File: src/rtl/dg_sched.sv
// Multi-source header scheduler: arbitrates NUM_SRC FWFT header FIFOs
// (priority-first, round-robin on ties) and feeds one data_gen over valid/ready.
module dg_sched #(
  parameter int NUM_SRC   = 4,
  parameter int GEN_INF_W = 32,
  parameter int PRIO_EN   = 1
) (
  input  logic                           clk,
  input  logic                           rst,
  input  logic [NUM_SRC-1:0]             i_fifo_ready,
  input  logic [NUM_SRC*GEN_INF_W-1:0]   i_fifo_data,
  output logic [NUM_SRC-1:0]             o_fifo_rden,
  input  logic                           i_dg_ready,
  output logic [3:0]                     o_da,
  output logic [2:0]                     o_prior,
  output logic [9:0]                     o_len,
  output logic                           o_vld,
  output logic [NUM_SRC-1:0]             o_grant,
  output logic                           o_drop
);

  localparam int IDX_W = (NUM_SRC > 1) ? $clog2(NUM_SRC) : 1;

  typedef enum logic {IDLE, ISSUE} state_t;

  state_t               state, state_nxt;
  logic [IDX_W-1:0]     rr_ptr;
  logic [IDX_W-1:0]     gnt_idx;
  logic [IDX_W-1:0]     win_idx;
  logic [IDX_W-1:0]     scan_idx;
  logic                 win_vld;
  logic [NUM_SRC-1:0]   win_oh;
  logic [NUM_SRC-1:0]   elig;
  logic [2:0]           max_prior;
  logic [3:0]           win_da;
  logic [2:0]           win_prior;
  logic [9:0]           win_len;

  // Header bits above the len field carry nothing for the scheduler.
  logic unused_hdr_bits;
  assign unused_hdr_bits = ^i_fifo_data;

  always_comb begin
    max_prior = '0;
    for (int unsigned k = 0; k < NUM_SRC; k++) begin
      if (i_fifo_ready[k] && (i_fifo_data[k*GEN_INF_W+4 +: 3] > max_prior))
        max_prior = i_fifo_data[k*GEN_INF_W+4 +: 3];
    end
    elig = '0;
    for (int unsigned k = 0; k < NUM_SRC; k++) begin
      elig[k] = i_fifo_ready[k] &&
                ((PRIO_EN == 0) || (i_fifo_data[k*GEN_INF_W+4 +: 3] == max_prior));
    end
    // Rotating scan starting just after the last served source.
    win_vld  = 1'b0;
    win_idx  = '0;
    scan_idx = '0;
    for (int unsigned off = 1; off <= NUM_SRC; off++) begin
      scan_idx = IDX_W'((32'(rr_ptr) + off) % 32'(NUM_SRC));
      if (!win_vld && elig[scan_idx]) begin
        win_vld = 1'b1;
        win_idx = scan_idx;
      end
    end
  end

  always_comb begin
    win_da    = i_fifo_data[32'(win_idx)*GEN_INF_W     +: 4];
    win_prior = i_fifo_data[32'(win_idx)*GEN_INF_W + 4 +: 3];
    win_len   = i_fifo_data[32'(win_idx)*GEN_INF_W + 7 +: 10];
    win_oh    = '0;
    if (win_vld)
      win_oh[win_idx] = 1'b1;
  end

  always_comb begin
    o_fifo_rden = '0;
    if (state == IDLE && !rst)
      o_fifo_rden = win_oh;
  end

  always_comb begin
    state_nxt = state;
    unique case (state)
      IDLE:  if (win_vld && win_len != '0) state_nxt = ISSUE;
      ISSUE: if (i_dg_ready)               state_nxt = IDLE;
    endcase
  end

  always_ff @(posedge clk or posedge rst) begin
    if (rst) state <= IDLE;
    else     state <= state_nxt;
  end

  always_ff @(posedge clk or posedge rst) begin
    if (rst) begin
      o_da    <= '0;
      o_prior <= '0;
      o_len   <= '0;
      o_vld   <= 1'b0;
      o_grant <= '0;
      o_drop  <= 1'b0;
      gnt_idx <= '0;
      rr_ptr  <= IDX_W'(NUM_SRC - 1);
    end else begin
      o_drop <= 1'b0;
      unique case (state)
        IDLE: begin
          o_vld   <= 1'b0;
          o_grant <= '0;
          if (win_vld) begin
            if (win_len != '0) begin
              o_da    <= win_da;
              o_prior <= win_prior;
              o_len   <= win_len;
              o_grant <= win_oh;
              o_vld   <= 1'b1;
              gnt_idx <= win_idx;
            end else begin
              o_drop <= 1'b1;
              rr_ptr <= win_idx;
            end
          end
        end
        ISSUE: begin
          if (i_dg_ready) begin
            o_vld   <= 1'b0;
            o_grant <= '0;
            rr_ptr  <= gnt_idx;
          end
        end
      endcase
    end
  end

endmodule

File: config.mk
export PLATFORM = sky130hd
export DESIGN_NAME = dg_sched
export DESIGN_NICKNAME = d
export VERILOG_FILES = /design/src/rtl/dg_sched.sv
export SDC_FILE = /design/constraint.sdc
export NUM_CORES = 1
export LEC_CHECK = 0
export CORE_UTILIZATION = 39
export CTS_BUF_LIST = sky130_fd_sc_hd__clkbuf_8
export DETAILED_ROUTE_END_ITERATION = 8
export GPL_ROUTABILITY_DRIVEN = 0
export HOLD_SLACK_MARGIN = 0.06
export PLACE_DENSITY_LB_ADDON = 0.05
export SYNTH_ARGS = -nofsm -noshare
export SYNTH_HDL_FRONTEND = slang
export SYNTH_SLANG_ARGS = --single-unit
File: constraint.sdc
create_clock -name clk -period 15.05 [get_ports clk]
set_clock_uncertainty 0.05 [all_clocks]
set_input_delay 3.7625 -clock clk [delete_from_list [all_inputs] [get_ports clk]]
set_output_delay 3.7625 -clock clk [all_outputs]
set_load 0.05 [all_outputs]
==> results_dict.tcl, run 1 <==
set metrics [dict create \
    outcome "finished clean" \
    final_nets 609 \
    fp.coreArea_um2 7690 \
    io_pins 162 \
    power_density_nw_per_um2 137 \
    grt_first_pass_wirelength_um 15700 \
    cts.sinks 28 \
    synthCells 367 \
    overflow 0 \
    cts.hold.buffers_added 0 \
    synthArstFlopShare_pct 100 \
    fin_crit_sh_pct 96.1 \
    synthAdderAreaFrac_pct 3.65 \
    avgSynthCellArea_um2 8.41 \
    ant_nets 0 \
    syn_nets 511 \
    synth_top_family_by_area "compound AO/OA/AOI/OAI gates" \
    crit_fanout 11 \
    numPortBuffers 101 \
    finalMaxSlewViolations 0 \
    num_rows 32 \
    worst_slack_ps 590 \
    diodes 0 \
    placed_cell_area_um2 4270 \
    die_h_um 91.0 \
    synthTopCellsByCount "inv_1 (33), dfrtp_1 (26), mux2i_1 (24), nor2_1 (21), nand2_1 (20)" \
    route.detailed.drc 0 \
    grt_util_all_layers_pct 23.3 \
    worst_pin_slew_ps 1170 \
    utilization_pct 56.4 \
    syn2layout_area_growth_pct 40.5 \
    startpoint_type "input port" \
    synthMuxAreaShare_pct 12.9 \
    numCtsBuffers 3 \
    initial_core_util_pct 40.2 \
    rsz0062_at_grt "false" \
    stdcell_area_um2 4340 \
    post-place-ws_ps 593 \
    cts.clk_slew.worst_paths_ps 100 \
    drive_gt1_share_pct 10.8 \
    cts_resized 0 \
    relSlewSlack_pct 22.0 \
    antenna_found_initial 0 \
    yosys_most_used_dff "dfrtp_1" \
    htreeDepth 1 \
    first_iter_violations 174 \
    vdd_drop_max_uv 121 \
    grt_pass1_vias 3192 \
    cts_tree "yes" \
    cp.required_ps 11240 \
    firstDrtPassIters 4 \
    finalWirelength_um 9520 \
    synth_xor_area_share_pct 0 \
    synth_compound_area_share_pct 27.6 \
    seq_area_frac_synth_pct 22.8 \
    synth_top_area_share_pct 21.1 \
    grt_max_degree 31 \
    setup_viol 0 \
    synth_top_cell_by_area "dfrtp_1" \
    ys_seq_elements 28 \
    vias 3299 \
    cp-end-kind "output pin" \
    p_leak_nw 1.84 \
    yosysMostFrequentCell "inv_1" \
    synth_edf_count 0 \
    power.total_mw 0.595 \
    cts_root_buf "clkbuf_8" \
    die_x_um 91.0 \
    yosys-top-cells-area "dfrtp_1 (21%), mux2i_1 (7.8%), inv_1 (4.0%)" \
    cts_max_path_buffers 2 \
    final-hold-violation-count 0 \
    wire_per_inst_um 16.8 \
    worstHoldPathType "reg2reg" \
    critical_path_arrival_ps 10650 \
    insertion_delay_ps 270 \
    drv_cap 0 \
    layout_min_cycle_time_ps 14460 \
    crit_type "in2out" \
    dpl.hpwl_um 7070 \
    netlist_area_um2 3090 \
    fmax_ghz 0.0692 \
    dieArea_um2 8280 \
    tns_ps 0 \
    synth-simple-area-share_pct 25.2 \
    synth.distinct_cells 65 \
    yosysWarnings 0 \
    viasPerCell 5.83 \
    cts_setup_buffers 0 \
]
[layout make-up]
class                           count  area, um2
Tap cell                          102        128
Sequential cell                    28        703
Fill cell                         744       3350
Multi-Input combinational cell    283       2150
Inverter                           33        124
Timing Repair Buffer              116       1160
Clock inverter                      1       30.0
Clock buffer                        3       41.3
[sequential cells by signal (all words and copies together), names as in the netlist]
register	flops
gnt_idx	2
o_da	4
o_drop	1
o_grant	4
o_len	10
o_prior	3
o_vld	1
rr_ptr	2
state	1
[power by group]
group | switching (mW) | internal (mW)
Combinational | 0.233 | 0.163
Clock | 0.0231 | 0.0356
Sequential | 0.0320 | 0.108
[critical path: stages]
cell and delay, ps:
clkdlybuf4s50_1 580, nand2_1 140, ha_1 330, and3_1 180, a211o_2 360, mux2_4 380, ha_1 280, and3_1 150
a211oi_2 570, nand2b_1 240, o21ai_0 240, ha_1 340, inv_1 60, o21ai_1 240, and2_1 350, buf_4 220
or4_1 470, a31oi_1 390, and3_1 330, nor3_1 110, or2_2 390, nor3_1 340, buf_12 180
[path summary, 6_finish.rpt]
| path | from | end | slack [ps] | depth (start not counted) |
|---|---|---|---|---|
| max in group asynchronous | rst | o_len[0] | 10240 | 2 |
| worst max register to register | rr_ptr[1] | gnt_idx[1] | 10650 | 10 |
| worst min-delay path | o_vld | o_vld | 440 | 1 |
| worst min register to register | o_vld | o_vld | 440 | 1 |
| worst max-delay path | i_fifo_data[6] | o_fifo_rden[1] | 590 | 23 |
| min in group asynchronous | rst | o_len[3] | 4070 | 2 |
[logic make-up after synthesis]
kind of cell,count (synthesis)
and+or+nand+nor,132
adders and majority gates,9
buffers and inverters,56
DFF,28
AOI/OAI and AO/OA,107
muxes,35
[stage by stage]
stage,hold WS (ps),instances
6_report,443,566
5_1_grt,481,566
4_1_cts,450,566
3_5_place_dp,428,562
3_3_place_gp,419,562
2_1_floorplan,409,367
[layout by cell type, fill, tap and decap left out, types with 10 or more instances in the layout]
cell,count
inv_1,33
nand3_1,10
mux2i_1,24
nand2_1,20
buf_4,15
dfrtp_1,26
o22ai_1,13
nor2_1,21
clkdlybuf4s50_1,97
nor3_1,12
[per-layer routing]
layer / wire (um) / vias to the layer above / GRT usage, %
met5: 0 / - / 0
met1: 4250 / 1570 / 31.1
met2: 4620 / 117 / 40.0
met4: 150 / 0 / 5.69
met3: 507 / 12 / 2.76
li1: - / 1600 / -
Note: power is estimated with default switching activity, not from simulation.
==> run 2: changes to the inputs <==
- SKIP_LAST_GASP: default -> 1
==> results of run 2 <==
No change in the layout: final DEF, timing and power equal those of run 1.
==> run 3: changes to the inputs <==
==> constraint.sdc (replaced) <==
create_clock -name clk -period 15.05 [get_ports clk]
set_clock_uncertainty 0.05 [all_clocks]
set_input_delay 4.515 -clock clk [delete_from_list [all_inputs] [get_ports clk]]
set_output_delay 4.515 -clock clk [all_outputs]
set_load 0.05 [all_outputs]
==> run 3 against run 2 <==
  * Maximum frequency decreased by 1.5%
  * Critical endpoint is now o_fifo_rden[3]
  * First-iteration DRC count decreased by 18%
  * Non-clock buffer count up 28
  * Worst hold slack got worse by 3.1 ps
  * Global-route usage fell by 0.13 points
  * Total power is 0.25% lower
  * Flip-flop and latch count unchanged
  * Largest power group unchanged
  * Die area is the same
==> results_dict.tcl, run 3 (synthesis gave the netlist of run 1 again) <==
set metrics [dict create \
    worstHoldPathType "reg2reg" \
    cts.sinks 28 \
    initial_core_util_pct 40.2 \
    r2r_cells 11 \
    comb_power_share_pct 69.8 \
    worstReg2RegEnd "gnt_idx[1]" \
    cts_max_path_buffers 2 \
    vdd_drop_max_uv 122 \
    p_seq_share_pct 23.6 \
    power_density_nw_per_um2 130 \
    p_switching_mw 0.291 \
    dieArea_um2 8280 \
    first_iter_violations 142 \
    grt_util_all_layers_pct 23.1 \
    reg2reg_from "rr_ptr[1]" \
    utilization_pct 59.3 \
    setup_viol 0 \
    hold_end "o_len[0]" \
    worst_pin_slew_ps 1120 \
    drive_gt1_share_pct 17.1 \
    vias 3376 \
    p_sw_share_pct 48.9 \
    wire_per_inst_um 16.3 \
    seq_area_um2 703 \
    ff2ff_setup_slack_ps 10720 \
    nFillCells 737 \
    cts_root_buf "clkbuf_8" \
    hold_depth 2 \
    insertion_delay_ps 270 \
    largest-register "o_len" \
    grt_first_pass_wirelength_um 15800 \
    cp-end-kind "output pin" \
    route.detailed.drc 0 \
    viasPerCell 5.69 \
    grt_pass1_vias 3195 \
    cts.clk_slew.worst_paths_ps 80 \
    hold_start "o_len[0]" \
    overflow 0 \
    dp_cells 590 \
    post-place-ws_ps 88.8 \
    outcome "finished clean" \
    worst_slack_ps 377 \
    numPortBuffers 101 \
    numCtsBuffers 3 \
    fp.coreArea_um2 7690 \
    io_pins 162 \
    finalWirelength_um 9670 \
    startpoint_type "input port" \
    htreeDepth 1 \
    ant_nets 0 \
    final-hold-violation-count 0 \
    syn2layout_area_growth_pct 47.6 \
    grt_max_degree 27 \
    final_nets 637 \
    final_common_cell "clkdlybuf4s50_1" \
    die_h_um 91.0 \
    layout_min_cycle_time_ps 14670 \
    p_leak_nw 1.98 \
    top_regs "o_len: 10 flops, o_da: 4 flops, o_grant: 4 flops" \
    crit_type "in2out" \
    rsz0062_at_grt "false" \
    cts_tree "yes" \
    placed_cell_area_um2 4480 \
    fmax_ghz 0.0682 \
    num_rows 32 \
    largest_reg_flops 10 \
    firstDrtPassIters 5 \
    die_x_um 91.0 \
    critical_path_arrival_ps 10110 \
    diodes 0 \
    antenna_found_initial 0 \
    crit_fanout 16 \
    power.total_mw 0.594 \
    stdcell_area_um2 4560 \
    cp.required_ps 10490 \
    clock_power_share_pct 6.6 \
    layout_common_cells "clkdlybuf4s50_1 (96), buf_4 (42), inv_1 (33)" \
    p_int_mw 0.303 \
    drv_cap 0 \
    cts.hold.buffers_added 0 \
    finalMaxSlewViolations 0 \
    multi_input_area_um2 2180 \
    fin_crit_sh_pct 97.5 \
    relSlewSlack_pct 25.5 \
    finalNonFillerCells 593 \
    dpl.hpwl_um 7470 \
]
[run 3: worst max path at each step]
| stage | from | depth (start not counted) | end |
|---|---|---|---|
| floorplan | i_fifo_ready[0] | 26 | o_fifo_rden[1] |
| global placement | i_fifo_data[6] | 25 | o_fifo_rden[3] |
| detailed placement | i_fifo_data[6] | 27 | o_fifo_rden[3] |
| CTS | i_fifo_data[6] | 27 | o_fifo_rden[3] |
| global route | i_fifo_ready[0] | 25 | o_fifo_rden[3] |
| finish | i_fifo_ready[0] | 25 | o_fifo_rden[3] |
[run 3: final cells by class]
| class | instances | area share (%) |
|---|---|---|
| multi-input cells | 283 | 47.9 |
| repair buffers | 144 | 30.3 |
| flip-flops and latches | 28 | 15.4 |
| well taps | 102 | 2.80 |
| inverters | 33 | 2.72 |
| clock buffers | 3 | 0.906 |
[run 3: worst max-delay path: stages]
cell and delay, ps:
clkdlybuf4s50_1 520, nand2_1 100, ha_1 320, and3_1 170
a211o_2 360, mux2i_2 220, inv_1 60, ha_1 300
and3_1 200, a211oi_2 210, buf_6 200, nand2b_1 100
o21ai_1 170, ha_1 310, o21ai_1 150, a31oi_2 50
and2_2 300, or4_1 510, a31oi_2 230, and3_2 270
nor3_1 80, or2_2 300, nor3_1 180, buf_4 150
buf_12 120
[run 3: power by group through the flow]
stage / sequential (mW) / combinational [mW] / clock, mW
detailed placement: 0.140 / 0.411 / 0
CTS: 0.139 / 0.413 / 0.0415
floorplan: 0.207 / 0.207 / 0
global route: 0.144 / 0.441 / 0.0445
global placement: 0.141 / 0.407 / 0
finish: 0.140 / 0.414 / 0.0393
[run 3: metal layers]
layer	up-vias	global-route usage (%)	wire length, um
li1	1657	-	-
met1	1600	29.8	4180
met2	111	41.4	4880
met3	8	3.27	474
met4	0	3.97	136
met5	-	0	0
[run 3: timing repair]
item | CTS | global route
endpoints found under the hold margin | 0 | 0
buffers inserted | 0 | 0
endpoints found under the setup margin | 0 | 4
gates resized for setup | 0 | 10
[run 3: through the flow]
step | setup TNS, ps | hold slack, ps
5_1_grt | 0 | 482
6_report | 0 | 440
3_3_place_gp | 0 | 419
4_1_cts | 0 | 448
2_1_floorplan | -667 | 409
3_5_place_dp | 0 | 428
